**config.mk**
```make
export PLATFORM = sky130hd
export DESIGN_NAME = coherent_bus_arbiter
export DESIGN_NICKNAME = d
export VERILOG_FILES = /design/src/rtl/coherent_bus_arbiter_pkg.sv /design/src/rtl/coherent_bus_arbiter_rr_picker.sv /design/src/rtl/coherent_bus_arbiter.sv
export SDC_FILE = /design/constraint.sdc
export NUM_CORES = 1
export LEC_CHECK = 0
export ABC_AREA = 0
export CORE_MARGIN = 2
export CORE_UTILIZATION = 52
export CTS_CLUSTER_SIZE = 20
export DETAILED_ROUTE_END_ITERATION = 12
export PLACE_DENSITY = 0.85
export SYNTH_ARGS = -nofsm -noshare
export SYNTH_HDL_FRONTEND = slang
export SYNTH_HIERARCHICAL = 1
export SYNTH_SLANG_ARGS = --single-unit
```
**constraint.sdc**
```tcl
create_clock -name clk -period 3.7 [get_ports clk]
set_input_delay 0.555 -clock clk [delete_from_list [all_inputs] [get_ports clk]]
set_output_delay 0.555 -clock clk [all_outputs]
set_load 0.05 [all_outputs]
```
**src/rtl/coherent_bus_arbiter_pkg.sv**
```systemverilog
// Shared types for the coherence-bus arbiter: FSM state encoding, bus-turnaround
// length and the index-width helper used to size pointers and owner IDs.
package coherent_arb_pkg;

  typedef enum logic [2:0] {
    IDLE,
    PROC,
    PROC_SNOOP,
    PROC_MEM,
    TURN
  } arb_state_t;

  localparam int TURN_CYCLES = 1;

  // Width of an index into n channels; a single channel still needs one bit.
  function automatic int idx_w(input int n);
    return (n > 1) ? $clog2(n) : 1;
  endfunction

endpackage

```
**src/rtl/coherent_bus_arbiter_rr_picker.sv**
```systemverilog
// Combinational round-robin picker: first set req bit at or after ptr, cyclically.
// Zero latency; no flow control, the caller decides when the pick is used.
module rr_picker
  import coherent_arb_pkg::*;
#(
  parameter int WIDTH = 8
) (
  input  logic [WIDTH-1:0]        req,
  input  logic [idx_w(WIDTH)-1:0] ptr,
  output logic [WIDTH-1:0]        gnt_onehot,
  output logic [idx_w(WIDTH)-1:0] gnt_idx,
  output logic                    any
);

  localparam int IW = idx_w(WIDTH);

  int              pos;
  logic [IW-1:0]   pos_idx;

  always_comb begin
    gnt_onehot = '0;
    gnt_idx    = '0;
    any        = 1'b0;
    pos        = 0;
    pos_idx    = '0;
    for (int i = 0; i < WIDTH; i++) begin
      // ptr is always kept below WIDTH, so one subtraction wraps the scan
      pos = int'(ptr) + i;
      if (pos >= WIDTH) pos = pos - WIDTH;
      pos_idx = IW'(pos);
      if (!any && req[pos_idx]) begin
        any                 = 1'b1;
        gnt_onehot[pos_idx] = 1'b1;
        gnt_idx             = pos_idx;
      end
    end
  end

endmodule

```
**src/rtl/coherent_bus_arbiter.sv**
```systemverilog
// Round-robin coherence-bus arbiter: processor ownership with nested snoop/memory data-supply grants.
// Requests are registered first, so grants follow a request edge by two clocks; owners are never pre-empted.
// Optional hold watchdog (MAX_HOLD cycles) compiled in with COHERENT_ARB_TIMEOUT_EN.
module coherent_bus_arbiter
  import coherent_arb_pkg::*;
#(
  parameter int NUM_PROC  = 8,
  parameter int NUM_SNOOP = 4,
  parameter int MAX_HOLD  = 64
) (
  input  logic                        clk,
  input  logic                        rst_n,
  input  logic [NUM_PROC-1:0]         proc_req,
  output logic [NUM_PROC-1:0]         proc_gnt,
  input  logic [NUM_SNOOP-1:0]        snoop_req,
  output logic [NUM_SNOOP-1:0]        snoop_gnt,
  input  logic                        mem_snoop_req,
  output logic                        mem_snoop_gnt,
  output logic                        bus_busy,
  output logic [$clog2(NUM_PROC)-1:0] owner_id,
  output logic                        hold_timeout
);

  localparam int PW = idx_w(NUM_PROC);
  localparam int SW = idx_w(NUM_SNOOP);
  localparam int TW = idx_w(TURN_CYCLES);

  if (NUM_PROC < 2 || NUM_PROC > 16 || NUM_SNOOP < 1 || NUM_SNOOP > 16 || MAX_HOLD < 1) begin : g_bad_params
    $error("coherent_bus_arbiter: parameter out of range");
  end

  // Sampled request copies: every decision is made from these, not the raw pins
  logic [NUM_PROC-1:0]  preq_q;
  logic [NUM_SNOOP-1:0] sreq_q;
  logic                 mreq_q;

  arb_state_t           state, state_n;
  logic [PW-1:0]        rr_ptr, rr_ptr_n;
  logic [SW-1:0]        snoop_ptr, snoop_ptr_n;
  logic [TW-1:0]        turn_cnt, turn_cnt_n;
  logic [NUM_PROC-1:0]  proc_gnt_n;
  logic [NUM_SNOOP-1:0] snoop_gnt_n;
  logic                 mem_gnt_n, busy_n;
  logic [PW-1:0]        owner_id_n;

  logic [NUM_PROC-1:0]  p_oh;
  logic [PW-1:0]        p_idx, p_next, owner_next;
  logic                 p_any;
  logic [NUM_SNOOP-1:0] s_oh;
  logic [SW-1:0]        s_idx, s_next;
  logic                 s_any;
  logic                 owner_req, revoke;

  rr_picker #(.WIDTH(NUM_PROC)) u_proc_pick (
    .req(preq_q), .ptr(rr_ptr), .gnt_onehot(p_oh), .gnt_idx(p_idx), .any(p_any)
  );

  rr_picker #(.WIDTH(NUM_SNOOP)) u_snoop_pick (
    .req(sreq_q), .ptr(snoop_ptr), .gnt_onehot(s_oh), .gnt_idx(s_idx), .any(s_any)
  );

  assign p_next     = (p_idx == PW'(NUM_PROC - 1)) ? '0 : p_idx + 1'b1;
  assign owner_next = (owner_id == PW'(NUM_PROC - 1)) ? '0 : owner_id + 1'b1;
  assign s_next     = (s_idx == SW'(NUM_SNOOP - 1)) ? '0 : s_idx + 1'b1;
  assign owner_req  = preq_q[owner_id];

`ifdef COHERENT_ARB_TIMEOUT_EN
  localparam int HW = idx_w(MAX_HOLD);

  logic [HW-1:0] hold_cnt;
  logic          in_own;

  assign in_own = (state == PROC) || (state == PROC_SNOOP) || (state == PROC_MEM);
  assign revoke = in_own && owner_req && (hold_cnt == HW'(MAX_HOLD - 1));

  always_ff @(posedge clk or negedge rst_n) begin
    if (!rst_n) begin
      hold_cnt     <= '0;
      hold_timeout <= 1'b0;
    end else begin
      hold_cnt     <= (in_own && !revoke) ? hold_cnt + 1'b1 : '0;
      hold_timeout <= revoke;
    end
  end
`else
  assign revoke       = 1'b0;
  assign hold_timeout = 1'b0;
`endif

  always_comb begin
    state_n     = state;
    rr_ptr_n    = rr_ptr;
    snoop_ptr_n = snoop_ptr;
    turn_cnt_n  = turn_cnt;
    proc_gnt_n  = proc_gnt;
    snoop_gnt_n = snoop_gnt;
    mem_gnt_n   = mem_snoop_gnt;
    busy_n      = bus_busy;
    owner_id_n  = owner_id;
    unique case (state)
      IDLE: begin
        if (p_any) begin
          state_n    = PROC;
          proc_gnt_n = p_oh;
          owner_id_n = p_idx;
          rr_ptr_n   = p_next;
          busy_n     = 1'b1;
        end
      end
      PROC, PROC_SNOOP, PROC_MEM: begin
        // Owner release outranks any data-supply activity in the same cycle
        if (!owner_req || revoke) begin
          state_n     = TURN;
          turn_cnt_n  = '0;
          proc_gnt_n  = '0;
          snoop_gnt_n = '0;
          mem_gnt_n   = 1'b0;
          busy_n      = 1'b0;
          if (revoke) rr_ptr_n = owner_next;
        end else if (state == PROC) begin
          if (s_any) begin
            state_n     = PROC_SNOOP;
            snoop_gnt_n = s_oh;
            snoop_ptr_n = s_next;
          end else if (mreq_q) begin
            state_n   = PROC_MEM;
            mem_gnt_n = 1'b1;
          end
        end else if (state == PROC_SNOOP) begin
          if (!(|(sreq_q & snoop_gnt))) begin
            state_n     = PROC;
            snoop_gnt_n = '0;
          end
        end else if (!mreq_q) begin
          state_n   = PROC;
          mem_gnt_n = 1'b0;
        end
      end
      TURN: begin
        if (turn_cnt == TW'(TURN_CYCLES - 1)) state_n = IDLE;
        else turn_cnt_n = turn_cnt + 1'b1;
      end
      default: state_n = IDLE;
    endcase
  end

  always_ff @(posedge clk or negedge rst_n) begin
    if (!rst_n) begin
      preq_q        <= '0;
      sreq_q        <= '0;
      mreq_q        <= 1'b0;
      state         <= IDLE;
      rr_ptr        <= '0;
      snoop_ptr     <= '0;
      turn_cnt      <= '0;
      proc_gnt      <= '0;
      snoop_gnt     <= '0;
      mem_snoop_gnt <= 1'b0;
      bus_busy      <= 1'b0;
      owner_id      <= '0;
    end else begin
      preq_q        <= proc_req;
      sreq_q        <= snoop_req;
      mreq_q        <= mem_snoop_req;
      state         <= state_n;
      rr_ptr        <= rr_ptr_n;
      snoop_ptr     <= snoop_ptr_n;
      turn_cnt      <= turn_cnt_n;
      proc_gnt      <= proc_gnt_n;
      snoop_gnt     <= snoop_gnt_n;
      mem_snoop_gnt <= mem_gnt_n;
      bus_busy      <= busy_n;
      owner_id      <= owner_id_n;
    end
  end

endmodule
```
# Yosys cells after proc, flatten, opt, wreduce, memory -nomap -nowiden
# Cells that the tools add are included.
[word_totals]
register_bits = 39
[classes]
n_addsub = 25
n_lt_le_gt_ge = 37
n_eq_ne = 19
mux = 129
bitwise_logic = 11
reduce_logical = 44
[op_table]
columns = ["cell", "n"]
rows = [
  ["$mux W8", 10],
  ["$mux W3", 26],
  ["$or A8 B8 Y8", 7],
  ["$mux W1", 46],
  ["$lt A3 B4 Y1 const B", 9],
  ["$mux W4", 9],
  ["$ge A4 B4 Y1 const B", 7],
  ["$bmux W1 S3", 9],
  ["$demux W1 S3", 8],
  ["$ge A3 B1 Y1 const B", 8],
  ["$sub A3 B1 Y3 const B", 8],
  ["$logic_and A1 B1 Y1", 22],
  ["$mux W2", 9],
  ["$add A3 B3 Y4 const B", 4],
  ["$pmux W8 S2", 1],
  ["$ne A3 B3 Y1 const B", 5],
  ["$ne A5 B5 Y1 const B", 3],
  ["$lt A2 B3 Y1 const B", 4],
  ["$or A4 B4 Y4", 3],
  ["$logic_not A1 Y1", 10],
  ["$reduce_and A5 Y1", 2],
  ["$ge A3 B3 Y1 const B", 3],
  ["$pmux W3 S3", 1],
  ["$add A3 B2 Y4 const B", 2],
  ["28 further kinds", 49],
]

# Longest topological paths before layout
[depth]
ltp_word = 28
depth_mapped = 15
depth_no_buf = 12

# Modules after synthesis
# The synthesis kept the hierarchy.
[by_module_without_submodules]
columns = ["module", "instances", "cells_per_inst", "area_each_um2", "seq_area_each_um2"]
rows = [
  ["coherent_bus_arbiter", 1, 142, 1606.5, 950.9],
  ["rr_picker at u_proc_pick", 1, 128, 1151.1, 0.0],
  ["rr_picker at u_snoop_pick", 1, 45, 419.2, 0.0],
]

# Least setup slack after synthesis
# No wires, ideal clock.
[synth_timing]
path_kind = "register to register"
start = "reg rr_ptr[0]"
end = "reg rr_ptr[2]"
setup_time_ns = 0.117
arrival_ns = 3.373
path_slack_ns = 0.210
stages_incl_launch_ff = 15
cell_sequence = "dfrtp_1 > buf_6 > inv_2 > buf_1 > ha_1 > buf_2 > mux2i_1 > mux4_2 > nand4b_1 > o211ai_1 > o32a_1 > ha_1 > ha_1 > nand2_1 > nand2_1"
[synth_between]
elab_chain_cells = 28
[synth_rtl]
columns = ["item", "line_no", "rtl"]
rows = [
  ["start, declared", "coherent_bus_arbiter.sv:38", "logic [PW-1:0] rr_ptr, rr_ptr_n;"],
  ["start signal, assigned", "coherent_bus_arbiter.sv:166", "rr_ptr <= rr_ptr_n;"],
  ["parallel branches: the longest is 25 deep, another holds $add A3 B1 Y4", "--", ""],
  ["$mux W3 (*)", "coherent_bus_arbiter_rr_picker.sv:31", "if (!any && req[pos_idx]) begin"],
  ["named net p_idx[0]", "coherent_bus_arbiter.sv:47", "logic [PW-1:0] p_idx, p_next, owner_next;"],
  ["$add A3 B1 Y3 or $eq A3 B3 Y1 (tied branches)", "coherent_bus_arbiter.sv:62", "assign p_next = (p_idx == PW'(NUM_PROC - 1)) ? '0 : p_idx + 1'b1;"],
  ["$mux W3 (*)", "coherent_bus_arbiter.sv:62", ""],
  ["named net p_next[2]", "coherent_bus_arbiter.sv:47", ""],
]
# Mark *: on every way through the listed nets, which the timed path passes. The select of a mux whose other input is x is not followed.
# A chain may end at the register's enable or synchronous reset.

# Worst setup path after layout
[layout_timing]
start = "reg rr_ptr[0]"
end = "reg rr_ptr[0]"
[layout_between]
elab_chain_cells = 28
[layout_rtl]
columns = ["item", "line_no"]
rows = [
  ["parallel branches: the longest is 25 deep, another holds $add A3 B1 Y4", "--"],
  ["$mux W3 (*)", "coherent_bus_arbiter_rr_picker.sv:31"],
  ["named net p_idx[0]", "coherent_bus_arbiter.sv:47"],
  ["$add A3 B1 Y3 or $eq A3 B3 Y1 (tied branches)", "coherent_bus_arbiter.sv:62"],
  ["$mux W3 (*)", "coherent_bus_arbiter.sv:62"],
]
# Marked as above.

==> results.json <==
{
  "status": "finished, final reports clean",
  "synth.avg_cell_area_um2": 10.1,
  "num_vias": 2791,
  "setup.worst_path.end": "rr_ptr[0]$_DFFE_PN0P_",
  "synth.net_count": 344,
  "antenna_found_initial": 0,
  "startpoint": "rr_ptr[0]$_DFFE_PN0P_",
  "async_flop_share_pct": 100,
  "via_per_inst": 6.68,
  "rsz0062_at_grt": "false",
  "std_cell_rows": 28,
  "clock_sinks": 38,
  "cap_violations": 0,
  "arrival_ns": 3.61,
  "finalHoldViolations": 0,
  "grt_pass1_vias": 2720,
  "antenna_left": 0,
  "timing.hold.ws_ns": 0.363,
  "fin_nets": 371,
  "clockBufferDepth": 2,
  "drive_above_1_share_pct": 15.5,
  "synth_cells": 315,
  "ys_warn_count": 6,
  "worst-path-buf-inv": 1,
  "cp_max_fo": 17,
  "fin_crit_sh_pct": 93.2,
  "crit_required_ns": 3.86,
  "maxSlewViolCount": 0,
  "synthFlopType": "dfrtp_1",
  "postPlaceCellArea_um2": 3520,
  "wl_um": 7850,
  "cpPeakStageDelay_ns": 0.50,
  "place.gp.congestion": 0.927,
  "fin_crit_ns": 3.45,
  "grt_max_degree": 39,
  "cts_buffers": 5,
  "synth-edff-count": 0,
  "rr_endpoint": "rr_ptr[0]$_DFFE_PN0P_",
  "reg2reg_from": "rr_ptr[0]$_DFFE_PN0P_",
  "ioPinCount": 33,
  "final.setup.tns_ns": 0,
  "htreeDepth": 2,
  "cts_tree": "yes",
  "grt_pass1_wl_um": 12700,
  "clk-insertion-delay-late_ns": 0.29,
  "n_antenna_cell": 0,
  "tightest_slew_ns": 0.847,
  "initial_core_util_pct": 53.7,
  "place_hpwl_um": 5690,
  "end_kind": "flop",
  "cp_slowest_cell": "mux4_2",
  "setup_viol": 0,
  "critPathKind": "flop to flop",
  "path_depth": 10,
  "dr.pass1.iters": 5,
  "cpMostUsedCell": "ha_1",
  "ys_ff_latch": 38,
  "fin_area_um2": 3620,
  "drc_errors": 0,
  "path_clk_slew_ns": 0.08,
  "start_kind": "flop",
  "die_area_um2": 6750,
  "chipWidth_um": 82.2,
  "fin_skew_ns": 0.0101,
  "cts-root-buf": "clkbuf_8",
  "max_clock_freq_ghz": 0.290,
  "drt_iter0_drc": 278,
  "reg2reg_depth": 10,
  "wl_per_cell_um": 18.8,
  "ctsHoldBuffers": 0,
  "critical_path.top_delay_family": "compound AO/OA/AOI/OAI gates",
  "syn_to_final_growth_pct": 14.0,
  "syn_area_um2": 3180,
  "globalRouteOverflowTotal": 0,
  "coreArea_um2": 5920,
  "r2r_slack_ns": 0.25,
  "hold_class": "input pin to asynchronous set/reset pin",
  "die_h_um": 82.2,
  "yosysSeqAreaShare_pct": 29.9,
  "yosysUniqueCellTypes": 68,
  "track_usage_pct": 24.3,
  "path_cells": "buf_4, ha_1, xnor2_1, mux4_2, nand4b_1, o211ai_1, o32a_1, ha_1, ha_1, o31ai_1",
  "maxSlewHeadroom_pct": 43.5,
  "cts_setup_buffers": 0,
  "numPortBuffers": 31
}
## cell usage after synthesis (all sizes together), types with 4 or more instances
cell	instances	area, µm²
o21ai	22	110
mux2	9	105
inv	12	45.0
mux4	13	300
a211oi	4	42.5
nand2b	4	25.0
nor2b	5	31.3
mux2i	24	256
a22oi	12	95.1
and2	4	26.3
nor3b	4	35.0
a21oi	8	40.0
buf	11	87.6
dfrtp	38	951
a32o	5	50.1
o211ai	4	30.0
a22o	6	52.6
nor3	9	56.3
ha	14	175
clkbuf	6	22.5
nor2	10	40.0
a221oi	6	65.1
nand2	42	158
nand3	4	20.0
## cell families after synthesis
logic type | after synthesis | synth area share (%)
other | 1 | 0.118
flip-flops | 38 | 29.9
AO/OA/AOI/OAI | 87 | 21.0
AND/OR/NAND/NOR | 97 | 16.9
multiplexers | 46 | 20.8
buffers and inverters | 29 | 4.88
adder cells (fa/ha/maj) | 14 | 5.51
XOR/XNOR | 3 | 0.827
## metrics by stage
step | std cells | setup WS (ns) | util (%)
after CTS | 418 | 0.253 | 61.0
final | 418 | 0.252 | 61.2
after global routing | 418 | 0.141 | 61.2
after detailed placement | 410 | 0.279 | 59.4
after floorplan | 315 | 0.210 | -
after global placement | 410 | 0.468 | 59.4
## flip-flops by register name, indices dropped and copies added, names as in the netlist
register	count
snoop_gnt	4
mreq_q	1
owner_id	3
mem_snoop_gnt	1
proc_gnt	8
state	3
rr_ptr	3
bus_busy	1
snoop_ptr	2
preq_q	8
sreq_q	4
## how the worst min path moves through the flow
stage | from | endpoint | slack [ns] | cells after the start
floorplan | rst_n | bus_busy$_DFFE_PN0P_ | 0.26 | 0
global placement | snoop_gnt[0]$_DFFE_PN0P_ | snoop_gnt[0]$_DFFE_PN0P_ | 0.52 | 1
detailed placement | snoop_gnt[3]$_DFFE_PN0P_ | snoop_gnt[3]$_DFFE_PN0P_ | 0.52 | 1
CTS | rst_n | bus_busy$_DFFE_PN0P_ | 0.40 | 1
global route | rst_n | bus_busy$_DFFE_PN0P_ | 0.44 | 1
finish | rst_n | bus_busy$_DFFE_PN0P_ | 0.36 | 1
## layout make-up
type                            count  area, µm²
Fill cell                         471       2300
Clock inverter                      2       12.5
Inverter                           12       45.0
Clock buffer                        6       82.6
Multi-Input combinational cell    248       2090
Tap cell                           75       93.8
Timing Repair Buffer               37        350
Sequential cell                    38        951
## metal layers
layer | global-route usage (%) | wire (µm) | vias to the layer above
li1 | - | - | 1267
met1 | 29.2 | 3110 | 1376
met2 | 43.7 | 4080 | 122
met3 | 3.48 | 436 | 26
met4 | 10.2 | 229 | 0
met5 | 0 | 0 | -
## layout by cell type, fill, tap and decap left out, drive strengths merged, types with 6 or more instances in the layout
cell,n
a21oi,8
a221oi,6
a22o,6
a22oi,12
buf,7
clkbuf,6
clkdlybuf4s50,30
dfrtp,38
ha,14
inv,12
mux2,9
mux2i,24
mux4,13
nand2,42
nor2,10
nor3,9
o21ai,22
## timing repair
action / in CTS / in global routing
endpoints found under the hold margin: 0 / 0
gates resized for setup: 0 / 1
endpoints found under the setup margin: 0 / 1
Power is left out: the tool's default activity adds up to more than one toggle a clock period on the data nets, which glitch-free logic cannot reach.
